**src/rtl/hv_timing_gen.sv**
```systemverilog
`default_nettype none
// ============================================================================
// Module   : hv_timing_gen
// Brief    : Parametrised raster timing generator with frame-latched signed
//            sync offsets, look-ahead fetch position and blanked RGB output.
// Revision : 1.0 - initial release
// ============================================================================
module hv_timing_gen #(
    parameter int H_ACTIVE     = 336,
    parameter int H_TOTAL      = 456,
    parameter int H_SYNC_START = 360,
    parameter int H_SYNC_WIDTH = 24,
    parameter int V_ACTIVE     = 240,
    parameter int V_TOTAL      = 262,
    parameter int V_SYNC_START = 240,
    parameter int V_SYNC_WIDTH = 3,
    parameter int H_LEAD       = 1,
    parameter int CW           = 9,
    parameter int RGB_W        = 8
) (
    input  logic             MCLK,
    input  logic             RESET_N,
    input  logic             CE_PIX,
    input  logic [4:0]       HOFFS,
    input  logic [2:0]       VOFFS,
    input  logic [RGB_W-1:0] iRGB,
    output logic [CW-1:0]    HPOS,
    output logic [CW-1:0]    VPOS,
    output logic             HBLK,
    output logic             VBLK,
    output logic             HSYN,
    output logic             VSYN,
    output logic [RGB_W-1:0] oRGB,
    output logic             DE,
    output logic             VBL_START,
    output logic [7:0]       FRAME
);

    localparam logic [CW-1:0] c_H_LAST = CW'(H_TOTAL - 1);
    localparam logic [CW-1:0] c_V_LAST = CW'(V_TOTAL - 1);
    localparam logic [CW-1:0] c_H_ACT  = CW'(H_ACTIVE);
    localparam logic [CW-1:0] c_V_ACT  = CW'(V_ACTIVE);
    localparam logic [CW:0]   c_H_TOT_EXT = (CW+1)'(H_TOTAL);
    localparam logic [CW:0]   c_H_LEAD    = (CW+1)'(H_LEAD);

    localparam logic signed [CW+1:0] c_HS_NOM = (CW+2)'(H_SYNC_START);
    localparam logic signed [CW+1:0] c_HS_MIN = (CW+2)'(H_ACTIVE);
    localparam logic signed [CW+1:0] c_HS_MAX = (CW+2)'(H_TOTAL - H_SYNC_WIDTH);
    localparam logic signed [CW+1:0] c_HS_W   = (CW+2)'(H_SYNC_WIDTH);
    localparam logic signed [CW+1:0] c_VS_NOM = (CW+2)'(V_SYNC_START);
    localparam logic signed [CW+1:0] c_VS_MIN = (CW+2)'(V_ACTIVE);
    localparam logic signed [CW+1:0] c_VS_MAX = (CW+2)'(V_TOTAL - V_SYNC_WIDTH);
    localparam logic signed [CW+1:0] c_VS_W   = (CW+2)'(V_SYNC_WIDTH);

    logic [CW-1:0]    r_hcnt;
    logic [CW-1:0]    r_vcnt;
    logic [7:0]       r_frame;
    logic [4:0]       r_hoffs;
    logic [2:0]       r_voffs;
    logic             r_hblk;
    logic             r_vblk;
    logic             r_hsyn;
    logic             r_vsyn;
    logic [RGB_W-1:0] r_rgb;
    logic             r_de;
    logic             r_vbl_start;

    logic             w_hwrap;
    logic             w_vwrap;
    logic             w_fwrap;
    logic [CW-1:0]    w_hcnt_nxt;
    logic [CW-1:0]    w_vcnt_nxt;
    logic [4:0]       w_hoffs_eff;
    logic [2:0]       w_voffs_eff;
    logic signed [CW+1:0] w_hoffs_ext;
    logic signed [CW+1:0] w_voffs_ext;
    logic signed [CW+1:0] w_hs_raw;
    logic signed [CW+1:0] w_vs_raw;
    logic signed [CW+1:0] w_hs_b;
    logic signed [CW+1:0] w_vs_b;
    logic signed [CW+1:0] w_hcnt_ext;
    logic signed [CW+1:0] w_vcnt_ext;
    logic             w_hsync_on;
    logic             w_vsync_on;
    logic [CW:0]      w_hpos_sum;

    // ------------------------------------------------------------------
    // Next-state counters
    // ------------------------------------------------------------------
    assign w_hwrap    = (r_hcnt == c_H_LAST);
    assign w_vwrap    = (r_vcnt == c_V_LAST);
    assign w_fwrap    = w_hwrap && w_vwrap;
    assign w_hcnt_nxt = w_hwrap ? '0 : r_hcnt + CW'(1);
    assign w_vcnt_nxt = !w_hwrap ? r_vcnt : (w_vwrap ? '0 : r_vcnt + CW'(1));

    // The offsets sampled on the wrap CE already govern the (0,0) position
    assign w_hoffs_eff = w_fwrap ? HOFFS : r_hoffs;
    assign w_voffs_eff = w_fwrap ? VOFFS : r_voffs;

    assign w_hoffs_ext = {{(CW-4){w_hoffs_eff[4]}}, w_hoffs_eff, 1'b0};
    assign w_voffs_ext = {{(CW-1){w_voffs_eff[2]}}, w_voffs_eff};
    assign w_hs_raw    = c_HS_NOM + w_hoffs_ext;
    assign w_vs_raw    = c_VS_NOM + w_voffs_ext;

    always_comb begin
        w_hs_b = w_hs_raw;
        if (w_hs_raw < c_HS_MIN) begin
            w_hs_b = c_HS_MIN;
        end else if (w_hs_raw > c_HS_MAX) begin
            w_hs_b = c_HS_MAX;
        end
        w_vs_b = w_vs_raw;
        if (w_vs_raw < c_VS_MIN) begin
            w_vs_b = c_VS_MIN;
        end else if (w_vs_raw > c_VS_MAX) begin
            w_vs_b = c_VS_MAX;
        end
    end

    assign w_hcnt_ext = {2'b00, w_hcnt_nxt};
    assign w_vcnt_ext = {2'b00, w_vcnt_nxt};
    assign w_hsync_on = (w_hcnt_ext >= w_hs_b) && (w_hcnt_ext < (w_hs_b + c_HS_W));
    assign w_vsync_on = (w_vcnt_ext >= w_vs_b) && (w_vcnt_ext < (w_vs_b + c_VS_W));

    // ------------------------------------------------------------------
    // Counters, frame number and latched offsets
    // ------------------------------------------------------------------
    always_ff @(posedge MCLK or negedge RESET_N) begin
        if (!RESET_N) begin
            r_hcnt  <= '0;
            r_vcnt  <= '0;
            r_frame <= '0;
            r_hoffs <= '0;
            r_voffs <= '0;
        end else if (CE_PIX) begin
            r_hcnt <= w_hcnt_nxt;
            r_vcnt <= w_vcnt_nxt;
            if (w_fwrap) begin
                r_frame <= r_frame + 8'd1;
                r_hoffs <= HOFFS;
                r_voffs <= VOFFS;
            end
        end
    end

    // ------------------------------------------------------------------
    // Flags and syncs, registered from next-state counters
    // ------------------------------------------------------------------
    always_ff @(posedge MCLK or negedge RESET_N) begin
        if (!RESET_N) begin
            r_hblk <= 1'b1;
            r_vblk <= 1'b1;
            r_hsyn <= 1'b1;
            r_vsyn <= 1'b1;
        end else if (CE_PIX) begin
            r_hblk <= (w_hcnt_nxt >= c_H_ACT);
            r_vblk <= (w_vcnt_nxt >= c_V_ACT);
            r_hsyn <= ~w_hsync_on;
            r_vsyn <= ~w_vsync_on;
        end
    end

    // ------------------------------------------------------------------
    // Pixel pipeline and vertical-blank strobe
    // ------------------------------------------------------------------
    always_ff @(posedge MCLK or negedge RESET_N) begin
        if (!RESET_N) begin
            r_rgb       <= '0;
            r_de        <= 1'b0;
            r_vbl_start <= 1'b0;
        end else begin
            // Strobe is one MCLK wide even when CE_PIX is sparse
            r_vbl_start <= 1'b0;
            if (CE_PIX) begin
                r_rgb       <= (r_hblk | r_vblk) ? '0 : iRGB;
                r_de        <= ~(r_hblk | r_vblk);
                r_vbl_start <= (w_hcnt_nxt == '0) && (w_vcnt_nxt == c_V_ACT);
            end
        end
    end

    assign w_hpos_sum = {1'b0, r_hcnt} + c_H_LEAD;

    always_comb begin
        HPOS = CW'(w_hpos_sum);
        if (w_hpos_sum >= c_H_TOT_EXT) begin
            HPOS = CW'(w_hpos_sum - c_H_TOT_EXT);
        end
    end

    assign VPOS      = r_vcnt;
    assign HBLK      = r_hblk;
    assign VBLK      = r_vblk;
    assign HSYN      = r_hsyn;
    assign VSYN      = r_vsyn;
    assign oRGB      = r_rgb;
    assign DE        = r_de;
    assign VBL_START = r_vbl_start;
    assign FRAME     = r_frame;

endmodule
`default_nettype wire
```
**config.mk**
```make
export PLATFORM = sky130hd
export DESIGN_NAME = hv_timing_gen
export DESIGN_NICKNAME = d
export VERILOG_FILES = /design/src/rtl/hv_timing_gen.sv
export SDC_FILE = /design/constraint.sdc
export NUM_CORES = 1
export LEC_CHECK = 0
export BUFFER_PORTS_ARGS = -buffer_cell sky130_fd_sc_hd__buf_2
export CAP_MARGIN = 40
export CORE_ASPECT_RATIO = 2
export CORE_UTILIZATION = 61
export DETAILED_ROUTE_END_ITERATION = 8
export GPL_ROUTABILITY_DRIVEN = 0
export PLACE_DENSITY = 0.95
export SLEW_MARGIN = 20
export SYNTH_ARGS = -nofsm -noshare
export SYNTH_HDL_FRONTEND = slang
export SYNTH_SLANG_ARGS = --single-unit
```
**constraint.sdc**
```tcl
create_clock -name MCLK -period 11.8 [get_ports MCLK]
set_input_delay 2.36 -clock MCLK [delete_from_list [all_inputs] [get_ports MCLK]]
set_output_delay 2.36 -clock MCLK [all_outputs]
set_load 0.05 [all_outputs]
```
# == Yosys cells after proc, flatten, opt, wreduce, memory -nomap -nowiden ==
# Cells that the tools add are included.
# W data, S select, Z words.
# totals
wordCells,57
register_bits,48
output_inout_bits,40
input_bits,19
# classes
muxes,12
eq_ne,3
bitwise_logic,4
n_addsub,9
n_lt_le_gt_ge,11
reduce_logical,6
# ops
operator,count
$mux W11,4
$mux W9,4
$ge A10 B11 Y1,2
$lt A10 B11 Y1,2
$add A9 B1 Y9 const B,2
$eq A9 B9 Y1 const B,2
$add A10 B6 Y11 const A,1
$add A11 B3 Y11 const B,1
$add A11 B6 Y11 const B,1
$gt A11 B10 Y1 const B,1
$lt A11 B10 Y1 const B,1
$add A9 B1 Y10 const B,1
$add A9 B3 Y10 const A,1
$ge A10 B9 Y1 const B,1
$gt A10 B10 Y1 const B,1
$lt A10 B9 Y1 const B,1
$eq A9 B8 Y1 const B,1
$ge A9 B8 Y1 const B,1
$ge A9 B9 Y1 const B,1
$logic_not A9 Y1,1
$sub A9 B9 Y9 const B,1
$add A8 B1 Y8 const B,1
$mux W8,1
$mux W5,1
6 further kinds,11

# == Longest topological paths before layout ==
# logic_depth
ltp_word,11
mapped_depth,20
ltp_nobuf,19

# == Least setup slack after synthesis ==
# Ideal clock, no wire load.
# synth_path
path_type,reg2out
startpoint,register r_hcnt[0]
endpoint,output HPOS[5]
t_required_ns,9.440
path_slack_ns,6.468
stages_incl_launch_ff,9
n_path_buf,1
arrival_time_ns,2.972
cell_sequence,dfrtp_1 -> ha_1 -> buf_2 -> nand3_1 -> nor3_1 -> xnor2_1 -> o41ai_1 -> nand2_1 -> xnor2_1
# synth_via
elab_chain_len,3
elab_cells_between_ends,4
cone_classes,add/sub (2); order compare (1); mux (1)
# synth_rtl
item,line,rtl
from (decl),55,logic [CW-1:0] r_hcnt;
from (signal assigned),136,r_hcnt <= w_hcnt_nxt;
$add A9 B1 Y10 (*),182,"assign w_hpos_sum = {1'b0, r_hcnt} + c_H_LEAD;"
$sub A9 B9 Y9 or $ge A10 B9 Y1 (tied branches),"187, 186",
$mux W9 (*),186,if (w_hpos_sum >= c_H_TOT_EXT) begin
to (decl),27,"output logic [CW-1:0] HPOS,"
# Mark *: on every way between the ends. The rest lies on a longest branch, timed or not.

# == Worst setup path in the final report ==
# Ends and elaborated chain as after synthesis.

==> run summary <==
Post-Synth XOR/XNOR Area = 0.0690
Final Hold Fails = 0
Post-Route WL = 8190 microns
Req. time, crit path = 9.44 ns
Yosys warning count = 0
Reg clk slew, reported paths = 0.09 ns
Crit Path Category = reg -> out
clk sink count = 48
layout cells sized above 1 = 0.225
WL/cell = 17.0 microns
io pins = 59
Synth Area in Simple Gates = 0.219
most frequent cells in the layout = buf_2 (58), nand2_1 (46), dfrtp_1 (44), ha_1 (27), nor2_1 (24)
Final ANT Viol Nets = 0
Distinct cells, synth = 57
Setup crit end kind = output pin
most common cell after layout, fill and taps aside = buf_2
mux cell area share after synthesis = 0.0561
Via density = 6.39
initial antenna violation count = 0
Async SR Flop Fraction = 1.00
Post-DP Area = 3630 sq um
slew of the pin with the lowest slew margin = 0.590 ns
maximum clock frequency = 0.186 GHz
Synth Flop Type = dfrtp_1
1st-iter DRT viols = 148
number of synthesized flops with an enable pin = 0
Pleak = 1.77 nW
Power Density = 154 nW/um^2
vias in the first global route = 2971
final setup TNS = 0 ns
largest net degree at the start of global routing = 28
critical-path maximum fanout = 8
register area share after synthesis = 0.365
drt pass-1 iters = 5
H-tree depth = 2
Max Slew Vio Count = 0
clk buf depth = 2
VDD IR max = 0.000182 V
Vias = 3073
Final Skew = 0.0151 ns
setup violators final = 0
IO buf count = 58
Die Width = 54.0 microns
Die Span Y = 106 microns
register bit total from synthesis = 48
worst rel slew slack = 0.601
post-cts hold buffer count = 0
Final period util = 0.457
post-DP HPWL = 6180 microns
diode count = 0
initial core utilization = 0.637
clk_lat worst skew = 0.32 ns
cts bufs inserted = 5
Compound-Gate Fraction of Synth Area = 0.142
Synth Area in Adders = 0.106
total grt overflow = 0
Syn Area/Cell = 9.02 sq um
total power = 0.000576 W
Post-CTS Setup Bufs = 0
nets = 468
status = finished clean
core region area = 5180 sq um
P&R area growth vs syn = 13.3%
Placement Rows = 37
Root Buffer = clkbuf_8
Residual DRC = 0
final instance area = 3740 sq um
RSZ-0062 raised after global routing = false
crit path launch type = flop
post-CTS sizing = 0
first-pass GRT wire length = 13400 microns
Worst Hold Class = reg -> reg
cell area after synthesis = 3300 sq um
Final Critical Period = 5.39 ns
Syn Nets = 412
largest family of logic cells by synthesized area = simple AND/OR/NAND/NOR gates
Syn Inst Count = 366
Worst EP arrival = 3.03 ns
gr usage total = 0.318
CTS tree = yes
max-cap viol count = 0
full die area = 5730 sq um
-- metrics by stage --
stage | cells | util | worst slack, ns | hold slack [ns]
2_1_floorplan | 366 | - | 6.47 | 0.431
4_1_cts | 479 | 0.719 | 6.16 | 0.475
3_5_place_dp | 471 | 0.701 | 6.31 | 0.458
5_1_grt | 481 | 0.721 | 6.17 | 0.507
6_report | 481 | 0.721 | 6.41 | 0.467
3_3_place_gp | 470 | 0.697 | 6.51 | 0.451
-- path summary, 6_finish.rpt --
kind / startpoint / end / slack (ns) / cells after the start
max: r_hcnt[0] / HPOS[5] / 6.41 / 9
min: FRAME[7] / FRAME[7] / 0.47 / 1
max reg2reg: r_hcnt[0] / HSYN / 6.80 / 19
min reg2reg: FRAME[7] / FRAME[7] / 0.47 / 1
max in group asynchronous: RESET_N / HSYN / 9.21 / 2
min in group asynchronous: RESET_N / VPOS[7] / 1.99 / 1
-- critical path, stage by stage (launching register included) --
cell,delay (ns)
dfrtp_1,0.46
ha_1,0.36
nand3_1,0.21
xnor2_1,0.43
nor4b_1,0.14
o41ai_1,0.38
clkbuf_2,0.24
nand2_1,0.08
xnor2_1,0.13
buf_2,0.28
-- synth_stat cells (2+ instances only) --
library cell,n,share of area
nand2_1,46,0.052
dfrtp_1,44,0.33
ha_1,27,0.10
nor2_1,24,0.027
o21ai_0,21,0.032
xnor2_1,21,0.056
a21oi_1,19,0.029
inv_1,18,0.020
mux2_2,12,0.041
nand3_1,11,0.017
nor3_1,11,0.017
clkbuf_1,9,0.010
a22o_1,8,0.021
nand4_1,8,0.015
nor2b_1,7,0.013
a211oi_1,5,0.011
mux2i_1,5,0.015
xor2_1,5,0.013
dfstp_2,4,0.032
nand2b_1,4,0.0076
nor4_1,4,0.0076
a31oi_1,3,0.0057
and3_1,3,0.0057
and4_1,3,0.0080
buf_2,3,0.0045
or3_1,3,0.0057
a21boi_0,2,0.0045
a21o_1,2,0.0045
nand4b_1,2,0.0053
nor4b_1,2,0.0053
o41ai_1,2,0.0053
or2_2,2,0.0038
or4_1,2,0.0045
-- where the power goes --
part | internal [W] | leakage (nW) | switching (W)
Combinational | 0.0000840 | 1.11 | 0.000177
Clock | 0.0000475 | 0.0434 | 0.0000585
Sequential | 0.000182 | 0.623 | 0.0000274
Total | 0.000313 | 1.77 | 0.000263
-- layer usage --
metal  global-route usage  vias to the layer above  wire [microns]
li1                     -                     1412               -
met1                0.340                     1466            2890
met2                0.541                      147            4420
met3               0.0429                       48             388
met4                0.214                        0             501
met5                    0                        -               0
-- registers in the layout (all words and copies together), names as in the netlist --
name       flops
r_hcnt         9
HBLK           1
FRAME          8
DE             1
VPOS           9
r_hoffs        5
VBLK           1
oRGB           8
VBL_START      1
r_voffs        3
VSYN           1
HSYN           1
-- cell families (layout without fill, tap and decap cells) --
group | Yosys count | in the layout
xor gates and xnor gates | 26 | 26
adders and majority gates | 28 | 28
AOI/OAI and AO/OA | 73 | 73
other | 1 | 1
muxes | 17 | 17
and+or+nand+nor | 140 | 140
DFF | 48 | 48
buffers and inverters | 33 | 90
-- area by class of cell --
| type | count | area [sq um] |
|---|---|---|
| Multi-Input combinational cell | 285 | 1960 |
| Fill cell | 407 | 1450 |
| Sequential cell | 48 | 1210 |
| Timing Repair Buffer | 62 | 328 |
| Clock buffer | 6 | 82.6 |
| Inverter | 20 | 76.3 |
| Tap cell | 58 | 72.6 |
| Clock inverter | 2 | 15.0 |
Note: power is estimated with default switching activity, not from simulation.
